[config.mk]
export PLATFORM = sky130hd
export DESIGN_NAME = boot_rom_bus_ctrl
export DESIGN_NICKNAME = d
export VERILOG_FILES = /design/src/rtl/boot_rom_bus_ctrl.sv
export SDC_FILE = /design/constraint.sdc
export NUM_CORES = 1
export LEC_CHECK = 0
export ABC_AREA = 1
export CORE_MARGIN = 10
export CORE_UTILIZATION = 30
export CTS_CLUSTER_SIZE = 8
export DETAILED_ROUTE_END_ITERATION = 16
export GPL_TIMING_DRIVEN = 0
export SLEW_MARGIN = 30
export SYNTH_ARGS = -nofsm -noshare
export SYNTH_HDL_FRONTEND = slang
export SYNTH_SLANG_ARGS = --single-unit
[constraint.sdc]
create_clock -name clk -period 1.8 [get_ports clk]
set_input_delay 0.27 -clock clk [delete_from_list [all_inputs] [get_ports clk]]
set_output_delay 0.27 -clock clk [all_outputs]
set_load 0.05 [all_outputs]
[src/rtl/boot_rom_bus_ctrl.sv]
// CPU-side responder for the 256-byte boot PROM overlay, the sticky boot-disable latch
// and cartridge bus forwarding with a bounded wait for cart_ack.
module boot_rom_bus_ctrl #(
  parameter int          BOOT_SIZE    = 256,
  parameter logic [15:0] DISABLE_ADDR = 16'hFF50,
  parameter int          CART_TIMEOUT = 255
) (
  input  logic        clk,
  input  logic        reset,
  input  logic        req,
  input  logic        we,
  input  logic [15:0] addr,
  input  logic [7:0]  wdata,
  output logic [7:0]  rdata,
  output logic        ack,
  output logic        boot_en,
  output logic        timeout_err,
  output logic        prom_ce,
  output logic        prom_oce,
  output logic [7:0]  prom_ad,
  input  logic [7:0]  prom_dout,
  output logic        cart_req,
  output logic        cart_we,
  output logic [15:0] cart_addr,
  output logic [7:0]  cart_wdata,
  input  logic [7:0]  cart_rdata,
  input  logic        cart_ack
);

  typedef enum logic [1:0] {IDLE, PROM_DATA, CART_WAIT, DONE} state_t;

  localparam logic [16:0] BOOT_LIMIT   = 17'(BOOT_SIZE);
  localparam logic [7:0]  TIMEOUT_LOAD = 8'(CART_TIMEOUT);

  state_t     state;
  logic [7:0] wait_cnt;
  logic       boot_hit;
  logic       dis_hit;

  assign boot_hit = boot_en & ~we & ({1'b0, addr} < BOOT_LIMIT);
  assign dis_hit  = (addr == DISABLE_ADDR);
  assign prom_oce = 1'b1;

  // The PROM address must be presented in the decode cycle itself so its registered
  // output is ready one cycle later; gating with reset keeps it quiet while held in reset.
  // NOTE: every always_comb output gets a default before any condition, so no latch is inferred.
  always_comb begin
    prom_ce = 1'b0;
    prom_ad = 8'h00;
    if (!reset && state == IDLE && req && boot_hit) begin
      prom_ce = 1'b1;
      prom_ad = addr[7:0];
    end
  end

  // NOTE: all state here uses non-blocking assignments so every register samples pre-edge values.
  always_ff @(posedge clk) begin
    if (reset) begin
      state       <= IDLE;
      wait_cnt    <= 8'h00;
      rdata       <= 8'h00;
      ack         <= 1'b0;
      boot_en     <= 1'b1;
      timeout_err <= 1'b0;
      cart_req    <= 1'b0;
      cart_we     <= 1'b0;
      cart_addr   <= 16'h0000;
      cart_wdata  <= 8'h00;
    end else begin
      ack <= 1'b0;
      case (state)
        IDLE: begin
          if (req) begin
            if (boot_hit) begin
              state <= PROM_DATA;
            end else if (dis_hit) begin
              if (we && wdata[0]) boot_en <= 1'b0;
              if (!we) rdata <= 8'hFF;
              ack   <= 1'b1;
              state <= DONE;
            end else begin
              cart_req   <= 1'b1;
              cart_we    <= we;
              cart_addr  <= addr;
              cart_wdata <= wdata;
              wait_cnt   <= TIMEOUT_LOAD;
              state      <= CART_WAIT;
            end
          end
        end
        PROM_DATA: begin
          rdata <= prom_dout;
          ack   <= 1'b1;
          state <= DONE;
        end
        CART_WAIT: begin
          // A cart_ack landing in the same cycle as expiry still completes normally.
          if (cart_ack) begin
            cart_req <= 1'b0;
            if (!cart_we) rdata <= cart_rdata;
            ack   <= 1'b1;
            state <= DONE;
          end else if (wait_cnt == 8'h00) begin
            cart_req    <= 1'b0;
            rdata       <= 8'hFF;
            timeout_err <= 1'b1;
            ack         <= 1'b1;
            state       <= DONE;
          end else begin
            wait_cnt <= wait_cnt - 8'h01;
          end
        end
        DONE: begin
          state <= IDLE;
        end
        default: state <= IDLE;
      endcase
    end
  end

endmodule

== Word-level counts from Yosys, hierarchy flattened ==
Index checks and enable logic that the tools add are counted.
Storage, ports and cells
  input bits: 45
  flip-flop bits (word level): 47
Operators by class
  bitwise gates (word level): 6
  mux-type cells: 34
  equal/unequal tests: 13
  magnitude comparators: 1
  reduce and logical (&&, ||, !) cells: 16
  add/subtract/negate cells: 1
Operators by type and width (number)
  8-bit 2-to-1 mux: 13
  8-bit one-hot mux with 3 select lines: 1
  16-bit == test, second input constant: 1
  16-bit by 9-bit less-than comparator with 1-bit output, second input constant: 1
  8-bit one-hot mux with 2 select lines: 1
  2-bit inequality test, second input constant: 7
  1-bit 2-to-1 mux: 12
  5-bit AND reduction: 2
  8-bit logical NOT: 1
  2-bit 2-to-1 mux: 4
  2-bit one-hot mux with 4 select lines: 1
  8-bit by 1-bit subtractor with 8-bit output, second input constant: 1
  7-bit AND reduction: 1
  3-bit inequality test, second input constant: 2
  6-bit AND reduction: 1
  2-bit == test, second input constant: 2
  1-bit logical AND: 4
  1-bit NOT: 4
  4-bit AND reduction: 1
  1-bit one-hot mux with 3 select lines: 1
  3-bit AND reduction: 1
  3-bit nonzero test: 1
  1-bit AND: 2
  2-bit by 1-bit == test with 1-bit output, second input constant: 1
  5 further kinds: 5

== Depth between registers and ports, before layout ==
  depth in word-level cells: 6
  gate-level depth with buffers: 13

== Worst setup path before layout ==
Ideal clock, no wire load.
  kind: register to output
  start: register boot_en
  end: output port prom_ad[0]
  path slack: -1.644 ns
  buffers on the path: 0
  arrival time: 3.174 ns
  stages on the path, launching flop included: 7
  cells stage by stage: dfxtp_1 -> nand3_1 -> nor2_2 -> inv_2 -> nor3_1 -> inv_1 -> nor2_1
Between the ends
  longest elaborated chain between the ends: 4
Ends and longest elaborated chain
  start, declared: RTL line 16  | output logic boot_en,
  start signal, assigned: RTL line 63  | boot_en <= 1'b1;
  start signal, assigned: RTL line 77  | if (we && wdata[0]) boot_en <= 1'b0;
  1-bit AND (2 in a row): RTL line 40  | assign boot_hit = boot_en & ~we & ({1'b0, addr} < BOOT_LIMIT);
  1-bit logical AND: RTL line 50  | if (!reset && state == IDLE && req && boot_hit) begin
  8-bit 2-to-1 mux: RTL line 50
  end, declared: RTL line 20  | output logic [7:0] prom_ad,
Every way passes these cells.

== Worst setup path in the final report ==
  start: register boot_en
  end: output port prom_ad[5]
The elaborated chain is that of the path after synthesis.

==> flow_summary.json <==
{
  "timing.critical_path.mode_cell": "sky130_fd_sc_hd__nor2_4",
  "status": "finished, violations left",
  "crit_path_end_kind": "primary output",
  "cp_data_required_time_ns": 1.53,
  "dr_total_vias": 2546,
  "cts-buffers-inserted": 5,
  "cts.root.buffer_cell": "sky130_fd_sc_hd__clkbuf_8",
  "synthesis.area_per_instance_um2": 7.11,
  "synth_cell_types": 29,
  "antenna_cells": 0,
  "worst_setup_hold_path_clk_slew_ns": 0.09,
  "syn_inst": 337,
  "start_kind": "flip-flop",
  "setup_viol": 8,
  "io_pins": 92,
  "worst_reg2reg_startpoint": "state[1]",
  "rsz0062_at_grt": "true",
  "drt_drc_violations_left": 0,
  "design.die.area_mm2": 0.0120,
  "worst-slew-pin-transition_ns": 0.547,
  "fin_tns_setup_ns": -1.11,
  "vias_per_cell": 4.60,
  "register_bit_count_reported_by_yosys": 47,
  "timing.slew.headroom_pct": 63.5,
  "multi_input_area_mm2": 0.00141,
  "critical_path.max_stage_delay_ns": 0.37,
  "violations": "negative setup slack",
  "route.antenna.remaining_nets": 0,
  "post_cts_hold_buffer_count": 0,
  "fin_skew_ns": 0.00637,
  "final_cells": 553,
  "numPortBuffers": 89,
  "cts.path.max_buffers": 2,
  "dp_hpwl_um": 6000,
  "finalCriticalPeriod_ns": 1.96,
  "drt_pass1_iterations": 4,
  "worst-r2r-setup-slack_ns": 0.16,
  "cts-htree-levels": 2,
  "synthToLayoutAreaGrowth_pct": 59.1,
  "critical_path.reg2reg.endpoint": "rdata[4]",
  "power.ir.vdd_worst_v": 0.000686,
  "finish.utilization_pct": 49.1,
  "arrival_ns": 1.69,
  "layout-drive-gt1-share_pct": 21.1,
  "fin_ws_ns": -0.155,
  "grt_use_total_pct": 13.3,
  "grt_start_max_net_pins": 15,
  "die_h_um": 109,
  "clock_sinks": 47,
  "maxSlewViolCount": 0,
  "leakage_nw": 1.63,
  "starting_density_pct": 30.9,
  "grt_pass1_vias": 2575,
  "synthesis.yosys.warnings": 0,
  "cp_max_fo": 8,
  "wirelength_per_cell_um": 14.2,
  "post_synth_instance_area_mm2": 0.00240,
  "dpl_worst_slack_ns": -1.30,
  "hold_start": "addr[10]",
  "report.final.hold_viol_count": 0,
  "finalWeightedCongestion": 0.795,
  "crit_type": "reg -> out",
  "grt-ovfl-total": 0,
  "synth_sequential_area_ratio_pct": 39.2,
  "p_per_area_mw_per_mm2": 1760,
  "regArea_um2": 947,
  "finish.net_count": 502,
  "holdCritPathClass": "in -> reg",
  "whs_path_depth": 3,
  "filler_cell_count": 778,
  "drtIter0Drc": 78,
  "antenna_found_initial": 0,
  "dpl.cell_count": 528,
  "mappedNetlistNets": 389,
  "placement_rows": 32,
  "post-route-period-util_pct": 109,
  "r2r.worst_path.cells": 9,
  "design.core.area_mm2": 0.00777,
  "global_route_wire_length_before_repair_um": 12900,
  "holdPathEnd": "cart_addr[10]",
  "crit_path_slowest_cell": "sky130_fd_sc_hd__dfxtp_4",
  "drt-total-wl_um": 7840,
  "max_cap_viol_count": 0,
  "worstSkewPairLatency_ns": 0.30,
  "die-width_um": 109,
  "tritoncts": "done",
  "fmaxAchievable_mhz": 511,
  "critical_path.cell_chain": "nand3_4 > nor2_4 > inv_2 > nor3_4 > clkinvlp_4 > buf_12 > nor2_4 > buf_8"
}
-- report_power, final --
part           internal, mW  total [mW]  switching [mW]
combinational          1.55        4.27            2.72
sequential             1.42        1.63           0.215
clock                 0.450       0.815           0.365
total                  3.42        6.72            3.30
-- worst max-delay path: cells and delay by family, from the launching register on --
| kind | cells | cell delay, ns |
|---|---|---|
| buffers and inverters | 4 | 0.51 |
| flip-flops | 1 | 0.37 |
| AND/OR/NAND/NOR | 4 | 0.49 |
-- per-stage QoR --
step | hold slack [ns] | power (mW) | cell area (um2)
after floorplan | 0.405 | 4.52 | 2500
after global placement | 0.448 | 5.61 | 3520
after detailed placement | 0.454 | 5.65 | 3520
after CTS | 0.372 | 6.61 | 3730
after global routing | 0.254 | 7.28 | 3810
final | 0.232 | 6.72 | 3810
-- how the worst max path moves through the flow --
stage | from | to | slack (ns) | cells after the start
after floorplan | boot_en | prom_ad[0] | -0.60 | 6
after global placement | we | prom_ad[0] | -1.28 | 9
after detailed placement | we | prom_ad[0] | -1.30 | 9
after CTS | state[1] | prom_ad[0] | -0.17 | 8
after global routing | boot_en | prom_ad[1] | -0.24 | 8
final | boot_en | prom_ad[5] | -0.16 | 8
-- timing repair --
item                                    in CTS  in global routing
gates resized for setup                     80                 33
setup buffers                                9                  8
pin swaps                                    9                 13
endpoints found under the hold margin        0                  0
endpoints found under the setup margin      18                 35
-- state kept, by name, indices dropped and copies added (netlist names) --
name         flops
cart_addr       16
cart_wdata       8
rdata            8
wait_cnt         8
state            2
ack              1
boot_en          1
cart_req         1
cart_we          1
timeout_err      1
-- Yosys cell counts --
master	n	area share (%)
sky130_fd_sc_hd__o21bai_2	1	0.47
sky130_fd_sc_hd__nand3_4	2	1.5
sky130_fd_sc_hd__ha_1	7	3.7
sky130_fd_sc_hd__nand4_1	18	4.7
sky130_fd_sc_hd__clkinv_1	1	0.16
sky130_fd_sc_hd__buf_8	1	0.63
sky130_fd_sc_hd__nand3b_1	2	0.63
sky130_fd_sc_hd__nor2_4	3	1.4
sky130_fd_sc_hd__a21oi_1	34	7.1
sky130_fd_sc_hd__o21ai_0	34	7.1
sky130_fd_sc_hd__nor3_1	2	0.42
sky130_fd_sc_hd__nand2_4	3	1.4
sky130_fd_sc_hd__inv_2	3	0.47
sky130_fd_sc_hd__nor2_1	63	9.9
sky130_fd_sc_hd__buf_4	2	0.63
sky130_fd_sc_hd__nand2_2	4	1.0
sky130_fd_sc_hd__buf_1	2	0.31
sky130_fd_sc_hd__nand3_1	15	3.1
sky130_fd_sc_hd__nand2_1	53	8.3
sky130_fd_sc_hd__o21ai_4	1	0.68
sky130_fd_sc_hd__a31oi_1	1	0.26
sky130_fd_sc_hd__nor2_2	2	0.52
sky130_fd_sc_hd__conb_1	1	0.16
sky130_fd_sc_hd__inv_1	24	3.8
sky130_fd_sc_hd__a31oi_2	1	0.52
sky130_fd_sc_hd__clkbuf_1	4	0.63
sky130_fd_sc_hd__dfxtp_1	47	39
sky130_fd_sc_hd__buf_2	5	1.0
sky130_fd_sc_hd__nor3b_1	1	0.31
-- metal layers --
| metal | vias up | wire length, um | GRT usage, % |
|---|---|---|---|
| li1 | 1338 | - | - |
| met4 | 0 | 59 | 3.53 |
| met5 | - | 0 | 0 |
| met2 | 57 | 3920 | 22.8 |
| met3 | 4 | 744 | 5.97 |
| met1 | 1147 | 3120 | 14.7 |
-- layout make-up --
class	count	area share, %
clock inverter	2	0.918
buffer	14	2.23
multi-input combinational	248	36.9
tap	102	3.35
clock buffer	6	2.16
sequential	47	24.8
inverter	28	2.85
timing repair buffer	106	26.8
-- cell families after synthesis --
group,count (synthesis),share of synthesized area (%)
other,1,0.156
buffers and inverters,42,7.62
adders and majority gates,7,3.65
AOI/OAI and AO/OA,72,16.1
and+or+nand+nor,168,33.2
DFF,47,39.2
-- placed cells by master, fill, tap and decap left out, types with 4 or more instances in the layout --
cell and n:
sky130_fd_sc_hd__dfxtp_1 44, sky130_fd_sc_hd__clkbuf_1 4, sky130_fd_sc_hd__nand2_4 5, sky130_fd_sc_hd__nor2_4 12, sky130_fd_sc_hd__dlymetal6s2s_1 4, sky130_fd_sc_hd__buf_4 19, sky130_fd_sc_hd__ha_1 5, sky130_fd_sc_hd__clkdlybuf4s50_1 66
sky130_fd_sc_hd__a21oi_1 33, sky130_fd_sc_hd__o21ai_0 34, sky130_fd_sc_hd__inv_2 8, sky130_fd_sc_hd__nand2_1 52, sky130_fd_sc_hd__nand3_1 14, sky130_fd_sc_hd__nand4_1 18, sky130_fd_sc_hd__buf_8 5, sky130_fd_sc_hd__nor2_1 53
sky130_fd_sc_hd__buf_6 4, sky130_fd_sc_hd__clkbuf_8 6, sky130_fd_sc_hd__inv_1 18, sky130_fd_sc_hd__clkbuf_2 8
Power figures use the tool's default switching activity.
